$ cat src/rtl/nes_bus_pkg.sv
// nes_bus_pkg: shared definitions for the NES bus arbiter and decoder.
//   - ARB_MODE_FIXED / ARB_MODE_RR arbitration mode selectors
//   - arb_state_t  : arbiter FSM states (IDLE, OWN, HANDOFF)
//   - default NES CPU memory map (WRAM, PPU registers, PRG), packed with slave 0 in the LSBs
package nes_bus_pkg;

    localparam int unsigned ARB_MODE_FIXED = 0;
    localparam int unsigned ARB_MODE_RR    = 1;

    typedef enum logic [1:0] {
        IDLE    = 2'd0,
        OWN     = 2'd1,
        HANDOFF = 2'd2
    } arb_state_t;

    localparam logic [15:0] WRAM_BASE = 16'h0000;
    localparam logic [15:0] WRAM_MASK = 16'hE000;
    localparam logic [15:0] PPU_BASE  = 16'h2000;
    localparam logic [15:0] PPU_MASK  = 16'hE000;
    localparam logic [15:0] PRG_BASE  = 16'h8000;
    localparam logic [15:0] PRG_MASK  = 16'h8000;

    localparam logic [47:0] CPU_MAP_BASE = {PRG_BASE, PPU_BASE, WRAM_BASE};
    localparam logic [47:0] CPU_MAP_MASK = {PRG_MASK, PPU_MASK, WRAM_MASK};

endpackage

$ cat src/rtl/nes_bus_decode.sv
// nes_bus_decode: combinational base/mask address decoder.
// A slave region hits when (addr & mask) == base; the lowest-index hit wins,
// so the output is one-hot, or all zero for an unmapped address or when
// enable is low.
// Ports:
//   addr    in   ADDR_W      address to decode
//   enable  in   1           qualifies every enable output
//   en      out  NUM_SLAVES  one-hot slave enable
module nes_bus_decode
    import nes_bus_pkg::*;
#(
    parameter int unsigned                  NUM_SLAVES = 3,
    parameter int unsigned                  ADDR_W     = 16,
    parameter logic [NUM_SLAVES*ADDR_W-1:0] SLV_BASE   = CPU_MAP_BASE,
    parameter logic [NUM_SLAVES*ADDR_W-1:0] SLV_MASK   = CPU_MAP_MASK
) (
    input  logic [ADDR_W-1:0]     addr,
    input  logic                  enable,
    output logic [NUM_SLAVES-1:0] en
);

    logic hit;

    always_comb begin
        en  = '0;
        hit = 1'b0;
        for (int unsigned i = 0; i < NUM_SLAVES; i++) begin
            if (enable && !hit &&
                ((addr & SLV_MASK[i*ADDR_W +: ADDR_W]) == SLV_BASE[i*ADDR_W +: ADDR_W])) begin
                en[i] = 1'b1;
                hit   = 1'b1;
            end
        end
    end

endmodule

$ cat src/rtl/nes_bus_arb.sv
// nes_bus_arb: multi-master bus arbiter and address decoder for the NES CPU
// bus (also usable for the PPU VRAM bus with a different map).
// One master owns the bus at a time (fixed priority, highest index wins, or
// round-robin); ownership is held while the owner requests, and a one-cycle
// HANDOFF with no enables separates consecutive owners. Read data returns one
// cycle after the access, selected by the registered slave enable.
// Optional feature (macro NES_BUS_ARB_TIMEOUT_EN): watchdog that revokes an
// owner after TIMEOUT_CYCLES of contention and pulses timeout_out.
// Ports:
//   clk_in, rst_in      clock, asynchronous active-high reset
//   m_req_in            per-master request
//   m_a_in / m_r_nw_in / m_d_in   packed master address / read(1)-write(0) / write data
//   m_gnt_out           registered one-hot owner
//   m_rdy_out           owner's bit high in OWN, all else stalled
//   m_d_out             read data shared by all masters
//   s_en_out            one-hot slave enable
//   s_a_out / s_r_nw_out / s_d_out   muxed owner address / r_nw / write data
//   s_d_in              packed slave read data
//   owner_out           index of current owner
//   timeout_out         watchdog revoke pulse (0 without the macro)
module nes_bus_arb
    import nes_bus_pkg::*;
#(
    parameter int unsigned                  NUM_MASTERS    = 2,
    parameter int unsigned                  NUM_SLAVES     = 3,
    parameter int unsigned                  ADDR_W         = 16,
    parameter int unsigned                  DATA_W         = 8,
    parameter int unsigned                  ARB_MODE       = ARB_MODE_FIXED,
    parameter logic [NUM_SLAVES*ADDR_W-1:0] SLV_BASE       = CPU_MAP_BASE,
    parameter logic [NUM_SLAVES*ADDR_W-1:0] SLV_MASK       = CPU_MAP_MASK,
    parameter int unsigned                  TIMEOUT_CYCLES = 1024
) (
    input  logic                          clk_in,
    input  logic                          rst_in,
    input  logic [NUM_MASTERS-1:0]        m_req_in,
    input  logic [NUM_MASTERS*ADDR_W-1:0] m_a_in,
    input  logic [NUM_MASTERS-1:0]        m_r_nw_in,
    input  logic [NUM_MASTERS*DATA_W-1:0] m_d_in,
    output logic [NUM_MASTERS-1:0]        m_gnt_out,
    output logic [NUM_MASTERS-1:0]        m_rdy_out,
    output logic [DATA_W-1:0]             m_d_out,
    output logic [NUM_SLAVES-1:0]         s_en_out,
    output logic [ADDR_W-1:0]             s_a_out,
    output logic                          s_r_nw_out,
    output logic [DATA_W-1:0]             s_d_out,
    input  logic [NUM_SLAVES*DATA_W-1:0]  s_d_in,
    output logic [2:0]                    owner_out,
    output logic                          timeout_out
);

    arb_state_t             state_q;
    logic [2:0]             owner_q;
    logic [2:0]             rr_ptr_q;
    logic [NUM_MASTERS-1:0] gnt_q;
    logic [NUM_SLAVES-1:0]  sel_q;

    logic [NUM_MASTERS-1:0] owner_oh;
    logic [NUM_MASTERS-1:0] req_eff;
    logic [NUM_MASTERS-1:0] win_oh;
    logic [2:0]             win_idx;
    logic [2:0]             win_next_ptr;
    logic                   win_found;
    logic                   owner_req;
    logic                   bus_active;
    logic                   expired;
    int unsigned            rr_idx;

    logic [ADDR_W-1:0]      own_a;
    logic                   own_r_nw;
    logic [DATA_W-1:0]      own_d;

    assign bus_active = (state_q == OWN);
    assign owner_req  = |(m_req_in & owner_oh);

`ifdef NES_BUS_ARB_TIMEOUT_EN
    localparam int unsigned CNT_W = $clog2(TIMEOUT_CYCLES) + 1;

    logic [CNT_W-1:0]       to_cnt_q;
    logic [NUM_MASTERS-1:0] skip_q;
    logic                   to_pulse_q;
    logic                   contended;

    assign contended   = |(m_req_in & ~owner_oh);
    assign expired     = bus_active && contended && (to_cnt_q == CNT_W'(TIMEOUT_CYCLES - 1));
    assign req_eff     = m_req_in & ~skip_q;
    assign timeout_out = to_pulse_q;

    always_ff @(posedge clk_in or posedge rst_in) begin
        if (rst_in) begin
            to_cnt_q   <= '0;
            skip_q     <= '0;
            to_pulse_q <= 1'b0;
        end else begin
            to_pulse_q <= expired;
            // Held at zero outside OWN so every new owner starts a fresh count.
            if (!bus_active || expired)
                to_cnt_q <= '0;
            else if (contended)
                to_cnt_q <= to_cnt_q + CNT_W'(1);
            // The skip mask only applies to the arbitration that closes HANDOFF.
            if (expired)
                skip_q <= owner_oh;
            else if (state_q == HANDOFF)
                skip_q <= '0;
        end
    end
`else
    assign expired     = 1'b0;
    assign req_eff     = m_req_in;
    assign timeout_out = 1'b0;
`endif

    // Winner selection. Round-robin scans the rotated order backwards so the
    // last hit is the first requester at or after the pointer.
    always_comb begin
        win_found = |req_eff;
        win_idx   = '0;
        rr_idx    = 0;
        if (ARB_MODE == ARB_MODE_RR) begin
            for (int unsigned k = NUM_MASTERS; k > 0; k--) begin
                rr_idx = (32'(rr_ptr_q) + k - 1) % NUM_MASTERS;
                if (req_eff[rr_idx])
                    win_idx = 3'(rr_idx);
            end
        end else begin
            for (int unsigned i = 0; i < NUM_MASTERS; i++) begin
                if (req_eff[i])
                    win_idx = 3'(i);
            end
        end
        win_next_ptr = 3'((32'(win_idx) + 1) % NUM_MASTERS);
    end

    always_comb begin
        win_oh   = '0;
        owner_oh = '0;
        own_a    = '0;
        own_r_nw = 1'b1;
        own_d    = '0;
        for (int unsigned i = 0; i < NUM_MASTERS; i++) begin
            win_oh[i]   = (win_idx == 3'(i));
            owner_oh[i] = (owner_q == 3'(i));
            if (owner_q == 3'(i)) begin
                own_a    = m_a_in[i*ADDR_W +: ADDR_W];
                own_r_nw = m_r_nw_in[i];
                own_d    = m_d_in[i*DATA_W +: DATA_W];
            end
        end
    end

    always_ff @(posedge clk_in or posedge rst_in) begin
        if (rst_in) begin
            state_q  <= IDLE;
            owner_q  <= '0;
            rr_ptr_q <= '0;
            gnt_q    <= '0;
            sel_q    <= '0;
        end else begin
            sel_q <= s_en_out;
            case (state_q)
                IDLE, HANDOFF: begin
                    if (win_found) begin
                        state_q  <= OWN;
                        owner_q  <= win_idx;
                        gnt_q    <= win_oh;
                        rr_ptr_q <= win_next_ptr;
                    end else begin
                        state_q <= IDLE;
                        gnt_q   <= '0;
                    end
                end
                OWN: begin
                    if (!owner_req || expired) begin
                        state_q <= HANDOFF;
                        gnt_q   <= '0;
                    end
                end
                default: begin
                    state_q <= IDLE;
                    gnt_q   <= '0;
                end
            endcase
        end
    end

    assign m_gnt_out  = gnt_q;
    assign m_rdy_out  = bus_active ? owner_oh : '0;
    assign owner_out  = owner_q;
    assign s_a_out    = bus_active ? own_a : '0;
    assign s_r_nw_out = bus_active ? own_r_nw : 1'b1;
    assign s_d_out    = bus_active ? own_d : '0;

    nes_bus_decode #(
        .NUM_SLAVES (NUM_SLAVES),
        .ADDR_W     (ADDR_W),
        .SLV_BASE   (SLV_BASE),
        .SLV_MASK   (SLV_MASK)
    ) u_decode (
        .addr   (s_a_out),
        .enable (bus_active),
        .en     (s_en_out)
    );

    // The registered select gates each slave, so idle slaves may drive anything.
    always_comb begin
        m_d_out = '0;
        for (int unsigned i = 0; i < NUM_SLAVES; i++) begin
            if (sel_q[i])
                m_d_out = m_d_out | s_d_in[i*DATA_W +: DATA_W];
        end
    end

endmodule

$ cat config.mk
export PLATFORM = sky130hd
export DESIGN_NAME = nes_bus_arb
export DESIGN_NICKNAME = d
export VERILOG_FILES = /design/src/rtl/nes_bus_pkg.sv /design/src/rtl/nes_bus_decode.sv /design/src/rtl/nes_bus_arb.sv
export SDC_FILE = /design/constraint.sdc
export NUM_CORES = 1
export LEC_CHECK = 0
export CAP_MARGIN = 10
export CORE_ASPECT_RATIO = 0.6
export CORE_UTILIZATION = 27
export CTS_BUF_LIST = sky130_fd_sc_hd__clkbuf_8
export DETAILED_ROUTE_END_ITERATION = 7
export PLACE_DENSITY = 0.95
export SLEW_MARGIN = 20
export SYNTH_ARGS = -nofsm -noshare
export SYNTH_HDL_FRONTEND = slang
export SYNTH_SLANG_ARGS = --single-unit
export TNS_END_PERCENT = 1
$ cat constraint.sdc
create_clock -name clk_in -period 2.9 [get_ports clk_in]
set_input_delay 0.58 -clock clk_in [delete_from_list [all_inputs] [get_ports clk_in]]
set_output_delay 0.58 -clock clk_in [all_outputs]
set_load 0.02 [all_outputs]
==> flow_summary_export.csv, run 1 <==
group,metric,value,unit
yosys,ys.flop_type,"dfrtp_1",
yosys,yosys-mux-area-fraction,28.9,%
die,fp.dieW,76.8,µm
detailed_routing,first_pass_iters,6,
worst_hold_path,worstHoldPathCells,1,
yosys,async_reset_ff_share,100,%
cells_and_area,final_area,2160,µm²
sta,finalHoldViolations,0,
detailed_routing,first_iter_violations,44,
detailed_routing,vias_per_cell,4.68,
detailed_routing,vias,1267,
placement,finalWeightedCongestion,0.778,
yosys,synth.avg_cell_area,8.02,µm²
cells_and_area,drive_gt1_share,5.24,%
sta,rsz0062_at_grt,"no",
placement,dp.cells,267,
clock_network,cts_sinks,8,
clock_network,clockBufferDepth,2,
die,core_area,3020,µm²
global_routing,grt_max_degree,27,
clock_network,post_cts_resized,3,
global_routing,overflow,0,
sta,fin_tns_setup,0,ps
global_routing,antenna_found_initial,0,
setup_path,worstSetupPathType,"in2out",
yosys,synth_xor_xnor_area_share,0,%
setup_path,crit_arrival,2090,ps
sta,fin_worst_skew,2.00,ps
sta,slew_viol_final,0,
run_status,outcome,"finished, final reports clean",
yosys,synthesis.area,906,µm²
pwr,power.density,813,nW/µm²
cells_and_area,nets,308,
yosys,synthTopCellsByArea,"mux2i_1, dfrtp_1, nor2_1",
cells_and_area,instances_no_fill,271,
clock_network,cts_root_buf,"clkbuf_8",
yosys,synth_top_family_by_area,"multiplexers",
sta,finalCriticalPeriod,2670,ps
sta,max_freq,375,MHz
placement,portBuffers,118,
setup_path,cp.required,2320,ps
sta,fin_ws,232,ps
yosys,syn_inst,113,
yosys,ys_types,26,
yosys,yosys_warnings,0,
placement,place_area,2110,µm²
clock_network,hold_buffers,0,
global_routing,grt_pass1_vias,1224,
cells_and_area,n_antenna_cell,0,
yosys,synth_seq_cells,8,
clock_network,cts_buffers,3,
yosys,synth_edf_count,0,
setup_path,worstRegToRegCells,4,
cells_and_area,multi_input_area,594,µm²
clock_network,cts_tree,"done",
detailed_routing,ant_nets,0,
cells_and_area,synthToLayoutAreaGrowth,139,%
die,io_pins,122,
die,die_area,3600,µm²
yosys,synth-compound-area-share,16.9,%
global_routing,grt_pass1_wl,5510,µm
yosys,yosysMostFrequentCell,"nor2_1",
global_routing,grt_usage,19.9,%
cells_and_area,seqCellArea,201,µm²
die,initial_core_util,30.0,%
clock_network,post_cts_buffers,0,
clock_network,clk_pin_slew,40,ps
yosys,synthAdderAreaFrac,0,%
cells_and_area,fill_cells,238,
die,row_count,15,
worst_hold_path,hp-class,"reg2reg",
detailed_routing,routedWlPerCell,13.5,µm
yosys,yosysTopAreaCellShare,27.6,%
setup_path,cp-start-kind,"primary input",
placement,post-place-ws,-145,ps
placement,dp_hpwl,3060,µm
job,max_cap_violations,0,
sta,setup_viol,0,
sta,fin_crit_sh,92.0,%
yosys,synth_seq_area_share,22.1,%
yosys,yosys.area.top_type,"mux2i_1",
yosys,yosys.area_share.simple,18.1,%
pwr,leakage,0.987,nW
setup_path,critPathMaxFanout,2,
die,chipHeight,46.9,µm
yosys,synth_common_cells,"nor2_1, mux2i_1, inv_1, a222oi_1, dfrtp_1",
detailed_routing,drt_wl_total,3670,µm
clock_network,clkLatencyLatePin,230,ps
pwr,peakVddDrop,0.516,mV
clock_network,cts_max_level,1,
detailed_routing,drc_errors,0,
setup_path,end_kind,"output pin",
==> layout by cell type (no fill, tap or decap), types with 2 or more instances in the layout <==
master             n
buf_4              6
nor2b_1            2
a222oi_1           8
nand2b_1           3
mux2i_1           25
inv_1             13
dfrtp_1            7
conb_1             3
nor2_1            26
dlygate4sd2_1      2
clkbuf_8           3
clkdlybuf4s50_1  116
==> routing by layer <==
metal	vias to the layer above	global-route usage, %	share of wire (%)
met5	-	0	0
met4	0	1.15	0
met3	0	9.13	11
met2	70	38.8	52
met1	575	21.6	37
li1	622	-	-
==> layout make-up <==
type,instances,share of cell area [%]
Clock buffer,3,1.91
Sequential cell,8,9.32
Tap cell,42,2.43
Multi-Input combinational cell,81,27.5
Clock inverter,1,0.174
Inverter,12,2.08
Timing Repair Buffer,124,56.6
==> logic make-up after synthesis <==
kind of cell / count (synthesis)
compound gates: 17
flops: 8
buf+inv: 26
simple gates: 35
mux: 26
other cells: 1
==> worst paths after layout <==
check / from / to / slack (ps)
min reg2reg: state_q[0] / state_q[0] / 540
max reg2reg: owner_out[0] / sel_q[0] / 1430
min: state_q[0] / state_q[0] / 540
min in group asynchronous: rst_in / sel_q[0] / 600
max: m_a_in[15] / s_en_out[0] / 230
max in group asynchronous: rst_in / owner_out[0] / 2050
==> flip-flops by register name, summed over array words and instances, names as in the netlist <==
name / flops
m_gnt_out: 2
owner_out: 1
sel_q: 3
state_q: 2
==> power by group <==
part           switching [mW]  internal (mW)
sequential             0.0665          0.152
clock                  0.0466         0.0919
combinational           0.688          0.713
==> worst max-delay path: stages <==
cell and delay [ps]:
clkdlybuf4s50_1 410, or3_1 400, a211oi_1 320, dlygate4sd2_1 380
==> metrics by stage <==
stage	hold slack, ps	utilization (%)	total power [mW]
final	536	71.6	1.76
after global routing	582	71.6	1.88
after CTS	543	71.6	1.78
after detailed placement	536	70.0	1.63
after global placement	517	70.0	1.62
after floorplan	396	-	0.994
(Power assumes the default switching activity.)
==> run 2, diff against run 1 <==
--- a/config.mk
+++ b/config.mk
@@ -6,8 +6,10 @@
 export NUM_CORES = 1
 export LEC_CHECK = 0
 export CAP_MARGIN = 10
+export CELL_PAD_IN_SITES_DETAIL_PLACEMENT = 0
+export CELL_PAD_IN_SITES_GLOBAL_PLACEMENT = 1
 export CORE_ASPECT_RATIO = 0.6
-export CORE_UTILIZATION = 27
+export CORE_UTILIZATION = 16
 export CTS_BUF_LIST = sky130_fd_sc_hd__clkbuf_8
 export DETAILED_ROUTE_END_ITERATION = 7
 export PLACE_DENSITY = 0.95
==> run 2 against run 1 <==
Compared with the run above:
- maximum frequency about the same
- utilization down 30 points
- clock power about the same
==> flow_summary_export.csv, run 2 (synthesized netlist as in run 1, its figures left out) <==
group,metric,value,unit
setup_path,worstSetupPathType,"in2out",
clock_network,hold_buffers,0,
die,die_area,5980,µm²
global_routing,grt_pass1_vias,1133,
pwr,power.density,798,nW/µm²
setup_path,crit_arrival,2090,ps
sta,max_freq,375,MHz
placement,place_area,2120,µm²
die,fp.dieW,99.1,µm
cells_and_area,fill_cells,533,
cells_and_area,layout_common_cells,"clkdlybuf4s50_1, nor2_1, mux2i_1",
worst_hold_path,hp-class,"reg2reg",
pwr,total_power,1.73,mW
clock_network,cts_tree,"done",
pwr,peakVddDrop,0.283,mV
global_routing,overflow,0,
sta,fin_crit_sh,92.1,%
clock_network,cts_sinks,8,
sta,whs,524,ps
clock_network,cts_buffers,3,
sta,finalCriticalPeriod,2670,ps
detailed_routing,vias,1271,
detailed_routing,drc_errors,0,
sta,rsz0062_at_grt,"no",
cells_and_area,multi_input_area,589,µm²
clock_network,cts_root_buf,"clkbuf_8",
cells_and_area,top_register,"sel_q",
pwr,pwr-share-comb,79.7,%
die,initial_core_util,17.2,%
die,row_count,20,
sta,finalHoldViolations,0,
pwr,power_switching,792,µW
pwr,power.internal,936,µW
pwr,pwr-share-seq,12.2,%
die,io_pins,122,
cells_and_area,largest_reg_flops,3,
die,core_area,5260,µm²
cells_and_area,nets,305,
detailed_routing,drt_wl_total,3500,µm
pwr,clockPowerShare,8.0,%
placement,portBuffers,118,
detailed_routing,vias_per_cell,4.35,
detailed_routing,first_pass_iters,4,
sta,fin_tns_setup,0,ps
cells_and_area,n_antenna_cell,0,
sta,fin_worst_skew,10.2,ps
global_routing,grt_pass1_wl,5070,µm
run_status,outcome,"finished, final reports clean",
clock_network,clk_pin_slew,50,ps
cells_and_area,drive_gt1_share,3.54,%
job,max_cap_violations,0,
clock_network,clockBufferDepth,2,
setup_path,end_kind,"output pin",
clock_network,clkLatencyLatePin,230,ps
sta,slew_viol_final,0,
pwr,leakage,0.971,nW
placement,dp_hpwl,2980,µm
sta,setup_viol,0,
global_routing,grt_usage,11.0,%
setup_path,cp.required,2320,ps
clock_network,cts_max_level,1,
die,chipHeight,60.3,µm
detailed_routing,routedWlPerCell,12.0,µm
pwr,p_sw_share,45.9,%
cells_and_area,seqCellArea,201,µm²
cells_and_area,final_area,2160,µm²
cells_and_area,final_common_cell,"clkdlybuf4s50_1",
global_routing,antenna_found_initial,0,
placement,finalWeightedCongestion,0.655,
detailed_routing,ant_nets,0,
setup_path,cp-start-kind,"primary input",
cells_and_area,synthToLayoutAreaGrowth,139,%
setup_path,critPathMaxFanout,2,
detailed_routing,first_iter_violations,64,
global_routing,grt_max_degree,33,
## run 2: timing repair
action	4_1_cts	5_1_grt
endpoints found under the setup margin	2	0
setup buffers	0	0
gates resized for setup	2	0
## run 2: path summary, 6_finish.rpt
check / from / end / slack, ps / cells after the start
min reg2reg: state_q[0] / state_q[0] / 520 / 1
min in group asynchronous: rst_in / m_gnt_out[0] / 600 / 2
min: state_q[0] / state_q[0] / 520 / 1
max in group asynchronous: rst_in / owner_out[0] / 2050 / 2
max reg2reg: owner_out[0] / state_q[1] / 1480 / 3
max: m_a_in[15] / s_en_out[1] / 230 / 4
## run 2: area by class of cell
type / instances / share of cell area, %
multi-input combinational: 81 / 27.2
clock inverter: 1 / 0.173
clock buffer: 3 / 1.91
tap: 66 / 3.82
inverter: 12 / 2.08
timing repair buffer: 121 / 55.5
sequential: 8 / 9.31
## run 2: worst max-delay path: stages
cell,delay (ps)
clkdlybuf4s50_1,410
or3_1,370
a211oi_1,350
dlygate4sd2_1,380
## run 2: power groups by stage
stage	logic [mW]	clock network [mW]	registers [mW]
floorplan	0.800	0	0.194
global placement	1.39	0	0.213
detailed placement	1.40	0	0.213
CTS	1.40	0.142	0.213
global route	1.46	0.155	0.218
finish	1.38	0.139	0.211
## run 2: metrics by stage
step                util [%]  setup WS, ps  instances
floorplan                  -           698        115
global placement        40.4         -73.4        288
detailed placement      40.4          -111        288
CTS                     41.2           197        292
global route            41.2           126        292
finish                  41.2           230        292
## run 2: metal layers
metal  part of all wire (%)  GRT usage [%]  up-vias  routed length [µm]
met4                   0.77           3.15        0                  27
met5                      0              0        -                   0
met3                     14           6.20        2                 507
met2                     45           19.0       90                1580
met1                     40           11.8      560                1390
li1                       -              -      619                   -
==> run 3, diff against run 2 <==
--- a/config.mk
+++ b/config.mk
@@ -5,6 +5,7 @@
 export SDC_FILE = /design/constraint.sdc
 export NUM_CORES = 1
 export LEC_CHECK = 0
+export ABC_CLOCK_PERIOD_IN_PS = 2900
 export CAP_MARGIN = 10
 export CELL_PAD_IN_SITES_DETAIL_PLACEMENT = 0
 export CELL_PAD_IN_SITES_GLOBAL_PLACEMENT = 1
==> results of run 3 <==
The final DEF is identical to that of run 2; final timing and power are the same.
